### src/rtl/muldiv_unit_if.sv
// Request/response bundle between the operand read stage and the HI/LO unit.
interface muldiv_unit_if #(
    parameter int WIDTH = 32
);
    logic             start;
    logic [2:0]       op;
    logic [WIDTH-1:0] rs_val;
    logic [WIDTH-1:0] rt_val;
    logic             busy;
    logic             done;
    logic [WIDTH-1:0] hi;
    logic [WIDTH-1:0] lo;

    modport master (
        output start, op, rs_val, rt_val,
        input  busy, done, hi, lo
    );

    modport slave (
        input  start, op, rs_val, rt_val,
        output busy, done, hi, lo
    );
endinterface

### src/rtl/muldiv_unit.sv
// Iterative MULT/MULTU/DIV/DIVU unit with HI/LO registers and MTHI/MTLO.
// Works on magnitudes in a shared upper/lower shift register, one bit per
// cycle, and applies signs in a single fix-up cycle at the end.
module muldiv_unit #(
    parameter int WIDTH = 32
) (
    input  logic          clk,
    input  logic          rst,
    muldiv_unit_if.slave  bus
);
    localparam int CW = $clog2(WIDTH + 1);

    typedef enum logic [1:0] {
        IDLE = 2'd0,
        CALC = 2'd1,
        FIX  = 2'd2
    } state_t;

    state_t           state_q, state_d;
    logic [CW-1:0]    cnt;
    logic             is_div, sign_a, sign_b, div_zero;
    logic [WIDTH-1:0] a_abs, b_abs;
    logic [WIDTH-1:0] upper, lower;
    logic [WIDTH-1:0] hi_q, lo_q;
    logic             busy_q, done_q;

    // Operand conditioning at request time; ops 0 and 2 are the signed ones.
    logic             start_calc, rs_neg, rt_neg;
    logic [WIDTH-1:0] rs_abs, rt_abs;

    assign start_calc = (state_q == IDLE) && bus.start && !bus.op[2];
    assign rs_neg     = !bus.op[0] && bus.rs_val[WIDTH-1];
    assign rt_neg     = !bus.op[0] && bus.rt_val[WIDTH-1];
    assign rs_abs     = rs_neg ? -bus.rs_val : bus.rs_val;
    assign rt_abs     = rt_neg ? -bus.rt_val : bus.rt_val;

    // State register.
    always_ff @(posedge clk or negedge rst) begin
        if (!rst) state_q <= IDLE;
        else      state_q <= state_d;
    end

    // Next-state: run until the counter hits its last step, then one fix-up cycle.
    always_comb begin
        state_d = state_q;
        case (state_q)
            IDLE:    if (start_calc) state_d = CALC;
            CALC:    if (cnt == CW'(1)) state_d = FIX;
            FIX:     state_d = IDLE;
            default: state_d = IDLE;
        endcase
    end

    // One iteration of the shared datapath: multiply shifts right with an
    // add of the multiplicand, divide shifts left with a restoring subtract.
    logic [WIDTH:0]   mul_sum, rem_sh, rem_sub;
    logic             rem_ge;
    logic [WIDTH-1:0] upper_nx, lower_nx;

    always_comb begin
        mul_sum = {1'b0, upper} + (lower[0] ? {1'b0, a_abs} : '0);
        rem_sh  = {upper, lower[WIDTH-1]};
        rem_sub = rem_sh - {1'b0, b_abs};
        rem_ge  = rem_sh >= {1'b0, b_abs};
        if (is_div) begin
            upper_nx = rem_ge ? rem_sub[WIDTH-1:0] : rem_sh[WIDTH-1:0];
            lower_nx = {lower[WIDTH-2:0], rem_ge};
        end else begin
            upper_nx = mul_sum[WIDTH:1];
            lower_nx = {mul_sum[0], lower[WIDTH-1:1]};
        end
    end

    // Sign fix-up and result mapping. Divide by zero bypasses the sign logic:
    // the unsigned restoring loop already yields all-ones, and HI returns the raw dividend.
    logic [2*WIDTH-1:0] prod_fix;
    logic [WIDTH-1:0]   quo_fix, rem_fix, hi_res, lo_res;

    always_comb begin
        prod_fix = (sign_a ^ sign_b) ? -{upper, lower} : {upper, lower};
        quo_fix  = (sign_a ^ sign_b) ? -lower : lower;
        rem_fix  = sign_a ? -upper : upper;
        hi_res   = prod_fix[2*WIDTH-1:WIDTH];
        lo_res   = prod_fix[WIDTH-1:0];
        if (is_div) begin
            if (div_zero) begin
                hi_res = sign_a ? -a_abs : a_abs;
                lo_res = '1;
            end else begin
                hi_res = rem_fix;
                lo_res = quo_fix;
            end
        end
    end

    // Datapath, counter, HI/LO and handshake registers.
    always_ff @(posedge clk or negedge rst) begin
        if (!rst) begin
            cnt      <= '0;
            is_div   <= 1'b0;
            sign_a   <= 1'b0;
            sign_b   <= 1'b0;
            div_zero <= 1'b0;
            a_abs    <= '0;
            b_abs    <= '0;
            upper    <= '0;
            lower    <= '0;
            hi_q     <= '0;
            lo_q     <= '0;
            busy_q   <= 1'b0;
            done_q   <= 1'b0;
        end else begin
            done_q <= 1'b0;
            case (state_q)
                IDLE: begin
                    if (start_calc) begin
                        is_div   <= bus.op[1];
                        sign_a   <= rs_neg;
                        sign_b   <= rt_neg;
                        div_zero <= (bus.rt_val == '0);
                        a_abs    <= rs_abs;
                        b_abs    <= rt_abs;
                        upper    <= '0;
                        lower    <= bus.op[1] ? rs_abs : rt_abs;
                        cnt      <= CW'(WIDTH);
                        busy_q   <= 1'b1;
                    end else if (bus.start && bus.op == 3'd4) begin
                        hi_q <= bus.rs_val;
                    end else if (bus.start && bus.op == 3'd5) begin
                        lo_q <= bus.rs_val;
                    end
                end
                CALC: begin
                    upper <= upper_nx;
                    lower <= lower_nx;
                    cnt   <= cnt - CW'(1);
                end
                FIX: begin
                    hi_q   <= hi_res;
                    lo_q   <= lo_res;
                    done_q <= 1'b1;
                    busy_q <= 1'b0;
                end
                default: ;
            endcase
        end
    end

    assign bus.busy = busy_q;
    assign bus.done = done_q;
    assign bus.hi   = hi_q;
    assign bus.lo   = lo_q;
endmodule
### src/flat_wrapper.sv
// flat-port wrapper written by rule: the top's interface ports become plain ports
module muldiv_unit_flat 
#(
    parameter int WIDTH = 32
)
  (clk, rst, bus_start, bus_op, bus_rs_val, bus_rt_val, bus_busy, bus_done, bus_hi, bus_lo);
  muldiv_unit_if #(.WIDTH(WIDTH)) bus_i ();
  input  logic clk;
  input  logic rst;
  input wire logic [$bits(bus_i.start)-1:0] bus_start;
  input wire logic [$bits(bus_i.op)-1:0] bus_op;
  input wire logic [$bits(bus_i.rs_val)-1:0] bus_rs_val;
  input wire logic [$bits(bus_i.rt_val)-1:0] bus_rt_val;
  output wire logic [$bits(bus_i.busy)-1:0] bus_busy;
  output wire logic [$bits(bus_i.done)-1:0] bus_done;
  output wire logic [$bits(bus_i.hi)-1:0] bus_hi;
  output wire logic [$bits(bus_i.lo)-1:0] bus_lo;
  assign bus_i.start = bus_start;
  assign bus_i.op = bus_op;
  assign bus_i.rs_val = bus_rs_val;
  assign bus_i.rt_val = bus_rt_val;
  assign bus_busy = bus_i.busy;
  assign bus_done = bus_i.done;
  assign bus_hi = bus_i.hi;
  assign bus_lo = bus_i.lo;
  muldiv_unit #(.WIDTH(WIDTH)) u_core (.clk(clk), .rst(rst), .bus(bus_i));
endmodule
### config.mk
export PLATFORM = sky130hd
export DESIGN_NAME = muldiv_unit_flat
export DESIGN_NICKNAME = d
export VERILOG_FILES = /design/src/rtl/muldiv_unit_if.sv /design/src/rtl/muldiv_unit.sv /design/src/flat_wrapper.sv
export SDC_FILE = /design/constraint.sdc
export NUM_CORES = 1
export LEC_CHECK = 0
export ABC_AREA = 1
export CAP_MARGIN = 10
export CORE_MARGIN = 2
export CORE_UTILIZATION = 49
export DETAILED_ROUTE_END_ITERATION = 12
export GPL_TIMING_DRIVEN = 0
export PLACE_DENSITY = 0.68
export SETUP_SLACK_MARGIN = 0.2
export SLEW_MARGIN = 10
export SYNTH_ARGS = -nofsm -noshare
export SYNTH_HDL_FRONTEND = slang
export SYNTH_SLANG_ARGS = --single-unit
### constraint.sdc
create_clock -name clk -period 6 [get_ports clk]
set_input_delay 1.2 -clock clk [delete_from_list [all_inputs] [get_ports clk]]
set_output_delay 1.2 -clock clk [all_outputs]
set_load 0.1 [all_outputs]
[Word level (Yosys, flattened, before mapping)]
Cells that the tools add are included.
Storage, ports and cells
  flip-flop bits (word level): 206
  bits in read-only memories: 0
  output and inout port bits: 66
  latch bits: 0
  memories kept: 0
  memory bits (writable): 0
Operators by class
  divide/modulo/power cells: 0
  add/sub/neg operators: 9
  $mul: 0
  bitwise operators: 1
  equal/unequal tests: 11
  muxes and demuxes: 34
  $lt $le $gt $ge: 1
  shift-type cells: 0
  reduce and logical (&&, ||, !) cells: 18
Operators with widths (number)
  $mux 32: 21
  $pmux 32 s2: 4
  $neg 32->32: 5
  $mux 64: 1
  $neg 64->64: 1
  $add 32x32->33: 1
  $ge 33x32->1: 1
  $logic_not 32->1: 1
  $sub 32x32->32: 1
  $pmux 6 s2: 1
  $ne 2x2->1 const B: 4
  $reduce_and 2->1: 4
  $eq 3x3->1 const B: 2
  $eq 6x1->1 const B: 1
  $logic_and 1x1->1: 6
  $mux 6: 1
  $sub 6x1->6 const B: 1
  $mux 2: 2
  $ne 2x1->1 const B: 2
  $pmux 2 s2: 1
  $reduce_and 4->1: 1
  $reduce_bool 2->1: 2
  $reduce_and 3->1: 1
  $eq 2x1->1 const B: 1
  6 further kinds: 8

[Logic depth before layout (Yosys ltp)]
  depth after elaboration: 6
  depth in mapped cells: 21
  gate-level depth less buffers: 20

[Least setup slack after synthesis]
OpenSTA, ideal clock, no wires.
  path type: input-to-reg
  from: in bus_rt_val[0]
  to: reg u_core.lower[20]
  arrival time: 2522 ps
  setup time: 117 ps
  stages: 13
  slack: 3361 ps
  cell sequence: inv_1 -> ha_1 -> nand3_1 -> nor2_1 -> nand2_1 -> nor2_1 -> nand3_1 -> nand3_1 -> nand3_1 -> nand3_1 -> nand2_1 -> nand2_1 -> nand2_1
On the way
  cells in the longest elaborated chain, start to end: 5
Ends and longest elaborated chain
  from (decl): line flat_wrapper.sv:13  | input wire logic [$bits(bus_i.rt_val)-1:0] bus_rt_val;
  $neg 32->32: line muldiv_unit.sv:35  | assign rt_abs = rt_neg ? -bus.rt_val : bus.rt_val;
  $mux 32: line muldiv_unit.sv:35
  $mux 32: line muldiv_unit.sv:124  | lower <= bus.op[1] ? rs_abs : rt_abs;
  $mux 32: line muldiv_unit.sv:116  | if (start_calc) begin
  $pmux 32 s2: line muldiv_unit.sv:114  | case (state_q)
  to (signal assigned): line muldiv_unit.sv:124
  to (signal assigned): line muldiv_unit.sv:135  | lower <= lower_nx;
  to (decl): line muldiv_unit.sv:23  | logic [WIDTH-1:0] upper, lower;
No other way between the ends. The select of a mux whose other input is x is not followed.
A chain may end at the register's enable or synchronous reset.

[Worst setup path after layout]
Ends and elaborated chain as after synthesis.

==> flow_summary.html <==
<table>
<tr><th>Metric</th><th>Value</th></tr>
<tr><th colspan="2">Status</th></tr>
<tr><td>Status</td><td>complete, no violations</td></tr>
<tr><th colspan="2">GRT</th></tr>
<tr><td>Grt total ovfl</td><td>0</td></tr>
<tr><td>Number of antenna violations at the first check in global routing</td><td>2</td></tr>
<tr><td>First-pass GRT wire length</td><td>155,000 µm</td></tr>
<tr><td>Maximum number of pins on one net before global-route repair</td><td>103</td></tr>
<tr><td>Total global routing track utilization</td><td>45.3%</td></tr>
<tr><td>Number of global-route vias before repair</td><td>24,400</td></tr>
<tr><th colspan="2">Layout</th></tr>
<tr><td>Non-filler instance count after layout</td><td>4,557</td></tr>
<tr><td>Final design area excluding fillers</td><td>24,700 µm²</td></tr>
<tr><td>Share of final-layout standard cells stronger than drive strength 1</td><td>3.68%</td></tr>
<tr><td>Signed area change from the synthesized netlist to the final layout</td><td>14.1%</td></tr>
<tr><td>Final #Nets</td><td>4,095</td></tr>
<tr><th colspan="2">Critical path</th></tr>
<tr><td>Sequence of cells on the critical path</td><td>clkdlybuf4s50_1 -&gt; inv_1 -&gt; ha_1 -&gt; nand3_1 -&gt; nor2_1 -&gt; nand2_1 -&gt; nor2_1 -&gt; nand3_1 -&gt; nand3_1 -&gt; nand3_1 -&gt; nand3_1 -&gt; nand2_1 -&gt; nand2_1 -&gt; nand2_1</td></tr>
<tr><td>Critical Path End Type</td><td>flop</td></tr>
<tr><td>Setup slack of the worst register-to-register path</td><td>2.86 ns</td></tr>
<tr><td>Critical path's top delay family</td><td>simple AND/OR/NAND/NOR gates</td></tr>
<tr><td>Launching point of the worst reg2reg path</td><td>u_core.is_div</td></tr>
<tr><td>Worst Path Class, Setup</td><td>in -&gt; reg</td></tr>
<tr><td>Critical Path Start Type</td><td>input pin</td></tr>
<tr><td>Data arrival time of the worst path</td><td>3.94 ns</td></tr>
<tr><td>Worst Setup SP</td><td>bus_rt_val[0]</td></tr>
<tr><td>Data required time at the worst endpoint</td><td>6.47 ns</td></tr>
<tr><td>Depth of the worst register-to-register path</td><td>6</td></tr>
<tr><td>Crit path buf inv count</td><td>2</td></tr>
<tr><td>CP most frequent cell</td><td>nand3_1</td></tr>
<tr><td>Highest fanout seen on the critical path</td><td>6</td></tr>
<tr><td>Delay of the slowest cell on the worst path</td><td>0.44 ns</td></tr>
<tr><td>Highest-delay cell along the critical path</td><td>clkdlybuf4s50_1</td></tr>
<tr><td>Endpoint of the worst-slack reg-to-reg timing path</td><td>u_core.upper[24]</td></tr>
<tr><th colspan="2">STA</th></tr>
<tr><td>Setup repair after global routing missed its margin</td><td>no</td></tr>
<tr><td>Final Slew Violations</td><td>0</td></tr>
<tr><td>Worst setup skew after layout</td><td>0.0296 ns</td></tr>
<tr><td>Final worst-path cycle share</td><td>57.9%</td></tr>
<tr><td>Final number of setup-violating endpoints</td><td>0</td></tr>
<tr><td>Post-layout min period</td><td>3.47 ns</td></tr>
<tr><td>Hold violation count in the final report</td><td>0</td></tr>
<tr><td>Upper clock frequency limit</td><td>288 MHz</td></tr>
<tr><td>Slew headroom</td><td>17.7%</td></tr>
<tr><td>Slew at the pin closest to its max-slew limit</td><td>1.24 ns</td></tr>
<tr><td>Setup TNS Final</td><td>0 ns</td></tr>
<tr><th colspan="2">Detailed routing</th></tr>
<tr><td>WL met3</td><td>15,200 µm</td></tr>
<tr><td>Routed Wire Length</td><td>107,000 µm</td></tr>
<tr><td>Number of design-rule violations left by the first detailed-router iteration</td><td>3,986</td></tr>
<tr><td>Met1 wire length</td><td>41,200 µm</td></tr>
<tr><td>DRC Markers</td><td>0</td></tr>
<tr><td>Via count normalized by instance count</td><td>5.93</td></tr>
<tr><td>Final antenna-violating net count</td><td>0</td></tr>
<tr><td>Routed len/inst</td><td>23.5 µm</td></tr>
<tr><td>Top metal layer carrying routed signals</td><td>met5</td></tr>
<tr><td>Total number of vias</td><td>27,000</td></tr>
<tr><td>Met2 WL post-DR</td><td>43,200 µm</td></tr>
<tr><td>Length of the first detailed-routing pass in iterations</td><td>8</td></tr>
<tr><th colspan="2">Floorplan</th></tr>
<tr><td>Area of the die</td><td>45,800 µm²</td></tr>
<tr><td>Standard cell core area</td><td>43,400 µm²</td></tr>
<tr><td>Starting utilization of the core area</td><td>49.9%</td></tr>
<tr><td>Die H</td><td>214 µm</td></tr>
<tr><td>Die boundary width</td><td>214 µm</td></tr>
<tr><td>Placement Rows</td><td>76</td></tr>
<tr><td>I/O pin total</td><td>136</td></tr>
<tr><th colspan="2">Placement</th></tr>
<tr><td>Number of port buffers</td><td>134</td></tr>
<tr><td>Detailed Place HPWL</td><td>87,800 µm</td></tr>
<tr><td>Global placement routability congestion</td><td>1.10</td></tr>
<tr><td>Placed insts</td><td>4,510</td></tr>
<tr><td>Post-Place Cell Area</td><td>23,800 µm²</td></tr>
<tr><th colspan="2">Clocking</th></tr>
<tr><td>Number of buffers on the longest clock path</td><td>3</td></tr>
<tr><td>Cts-stage hold buffer count</td><td>0</td></tr>
<tr><td>Post-CTS repair timing setup buffer count</td><td>0</td></tr>
<tr><td>Cell at the root of the clock tree</td><td>clkbuf_16</td></tr>
<tr><td>H-tree levels</td><td>1</td></tr>
<tr><td>Clock Latency Late Sink</td><td>0.58 ns</td></tr>
<tr><td>Clock-pin transition on the worst setup and hold timing paths</td><td>0.06 ns</td></tr>
<tr><td>Resized Gates After CTS</td><td>0</td></tr>
<tr><td>TritonCTS clock tree</td><td>yes</td></tr>
<tr><td>Clock Sink Count</td><td>206</td></tr>
<tr><td>TritonCTS Buffers</td><td>25</td></tr>
<tr><th colspan="2">Logic synthesis</th></tr>
<tr><td>Biggest area consumer among synthesized cells</td><td>dfrtp_1</td></tr>
<tr><td>Flop and latch count out of synthesis</td><td>206</td></tr>
<tr><td>Synthesized cell area</td><td>21,600 µm²</td></tr>
<tr><td>Sequential fraction of the synthesis area</td><td>23.8%</td></tr>
<tr><td>Ys Warns</td><td>0</td></tr>
<tr><td>Post-Synthesis Mean Instance Area</td><td>5.71 µm²</td></tr>
<tr><td>Synthesized Nets</td><td>3,932</td></tr>
<tr><td>Synth top area cells</td><td>dfrtp_1, nand2_1, nand3_1</td></tr>
<tr><td>Cells after Synth</td><td>3,789</td></tr>
<tr><td>Number of different library cells in the post-synthesis netlist</td><td>52</td></tr>
<tr><td>Yosys top cell area share</td><td>23.8%</td></tr>
<tr><th colspan="2">Worst hold path</th></tr>
<tr><td>Hold Crit Class</td><td>in -&gt; async</td></tr>
<tr><th colspan="2">Power</th></tr>
<tr><td>Total leakage power</td><td>12.6 nW</td></tr>
<tr><td>Overall power of the completed layout</td><td>3.42 mW</td></tr>
<tr><td>Largest vdd supply drop</td><td>0.218 mV</td></tr>
<tr><td>Pwr dens</td><td>139 nW/µm²</td></tr>
<tr><th colspan="2">Run</th></tr>
<tr><td>Max-capacitance violation count</td><td>0</td></tr>
</table>
synth_stat cells, drive strengths merged:
master  instances
dfrtp         206
nor4            5
o21ai         220
xor2           54
buf            63
o32ai           1
and2            6
nor3b           2
ha             71
a22o           13
nor3           43
fa              2
mux2i           1
nand4          56
and3            1
nand2        1242
nor2          459
o22ai           3
clkbuf         72
o31ai           5
nand3b         34
o21a            1
a21o            3
o21bai          8
a31oi          53
or2            12
clkinv          1
nand3         437
a211o           1
xnor2          19
o211ai         10
a21oi         160
inv           525
final cells by class:
| class | count | area [µm²] |
|---|---|---|
| fill | 4824 | 18700 |
| multi-input combinational | 2922 | 13900 |
| sequential | 206 | 5150 |
| inverter | 526 | 1970 |
| timing repair buffer | 136 | 1400 |
| tap | 585 | 732 |
| clock buffer | 30 | 664 |
| buffer | 135 | 591 |
| clock inverter | 15 | 244 |
| antenna | 2 | 5.00 |
where the power goes:
| group | internal [mW] | total, mW | leakage, nW | switching, mW |
|---|---|---|---|---|
| clock | 1.05 | 1.73 | 0.452 | 0.683 |
| combinational | 0.0869 | 0.297 | 9.68 | 0.210 |
| sequential | 1.39 | 1.39 | 2.44 | 0 |
| total | 2.53 | 3.42 | 12.6 | 0.894 |
how the worst max path moves through the flow:
stage / cells after the start / end
floorplan: 13 / u_core.lower[20]
detailed placement: 14 / u_core.lower[20]
finish: 14 / u_core.lower[20]
CTS: 14 / u_core.lower[20]
global route: 14 / u_core.lower[20]
global placement: 1 / u_core.upper[29]
cell families (layout without fill, tap and decap cells):
logic type | count (synthesis) | in the layout | share of synthesized area [%]
AOI/OAI and AO/OA | 478 | 478 | 12.0
xor gates and xnor gates | 73 | 73 | 2.96
adders and majority gates | 73 | 73 | 4.29
buffers and inverters | 661 | 842 | 11.9
DFF | 206 | 206 | 23.8
muxes | 1 | 1 | 0.0463
other | 0 | 2 | 0
and+or+nand+nor | 2297 | 2297 | 45.0
through the flow:
step / hold WS (ns) / setup WS, ns / utilization, %
detailed placement: 0.475 / 2.01 / 54.8
CTS: 0.448 / 2.60 / 56.9
global route: 0.454 / 2.32 / 56.9
floorplan: 0.453 / 3.36 / -
finish: 0.447 / 2.53 / 56.9
global placement: 0.465 / -5.33 / 54.7
worst register-to-register path: cells and delay by family, from the launching register on:
family	cells	cell delay (ns)
flip-flops	1	0.47
AND/OR/NAND/NOR	3	0.58
buffers and inverters	3	1.96
cells in the final DEF, fill, tap and decap left out, drive strengths merged, types with 5 or more instances in the layout:
cell type,instances
a21oi,160
o211ai,10
and2,6
nand3b,34
dfrtp,206
a31oi,53
a22o,13
bufinv,6
or2,12
nor2,459
clkdlybuf4s50,133
buf,66
o31ai,5
nand3,437
nand4,56
nor3,43
inv,526
o21bai,8
xor2,54
o21ai,220
xnor2,19
ha,71
nand2,1242
clkinv,9
nor4,5
clkbuf,102
per-layer routing:
layer / vias to the layer above / GRT usage [%]
li1: 12500 / -
met1: 12400 / 61.2
met2: 1779 / 66.5
met3: 364 / 11.6
met4: 4 / 23.7
met5: - / 0
registers in the layout (all words and copies together) (netlist names):
signal	flops
u_core.a_abs	32
u_core.b_abs	32
u_core.bus.busy	1
u_core.bus.done	1
u_core.bus.hi	32
u_core.bus.lo	32
u_core.cnt	6
u_core.div_zero	1
u_core.is_div	1
u_core.lower	32
u_core.sign_a	1
u_core.sign_b	1
u_core.state_q	2
u_core.upper	32
(Power assumes the default switching activity.)
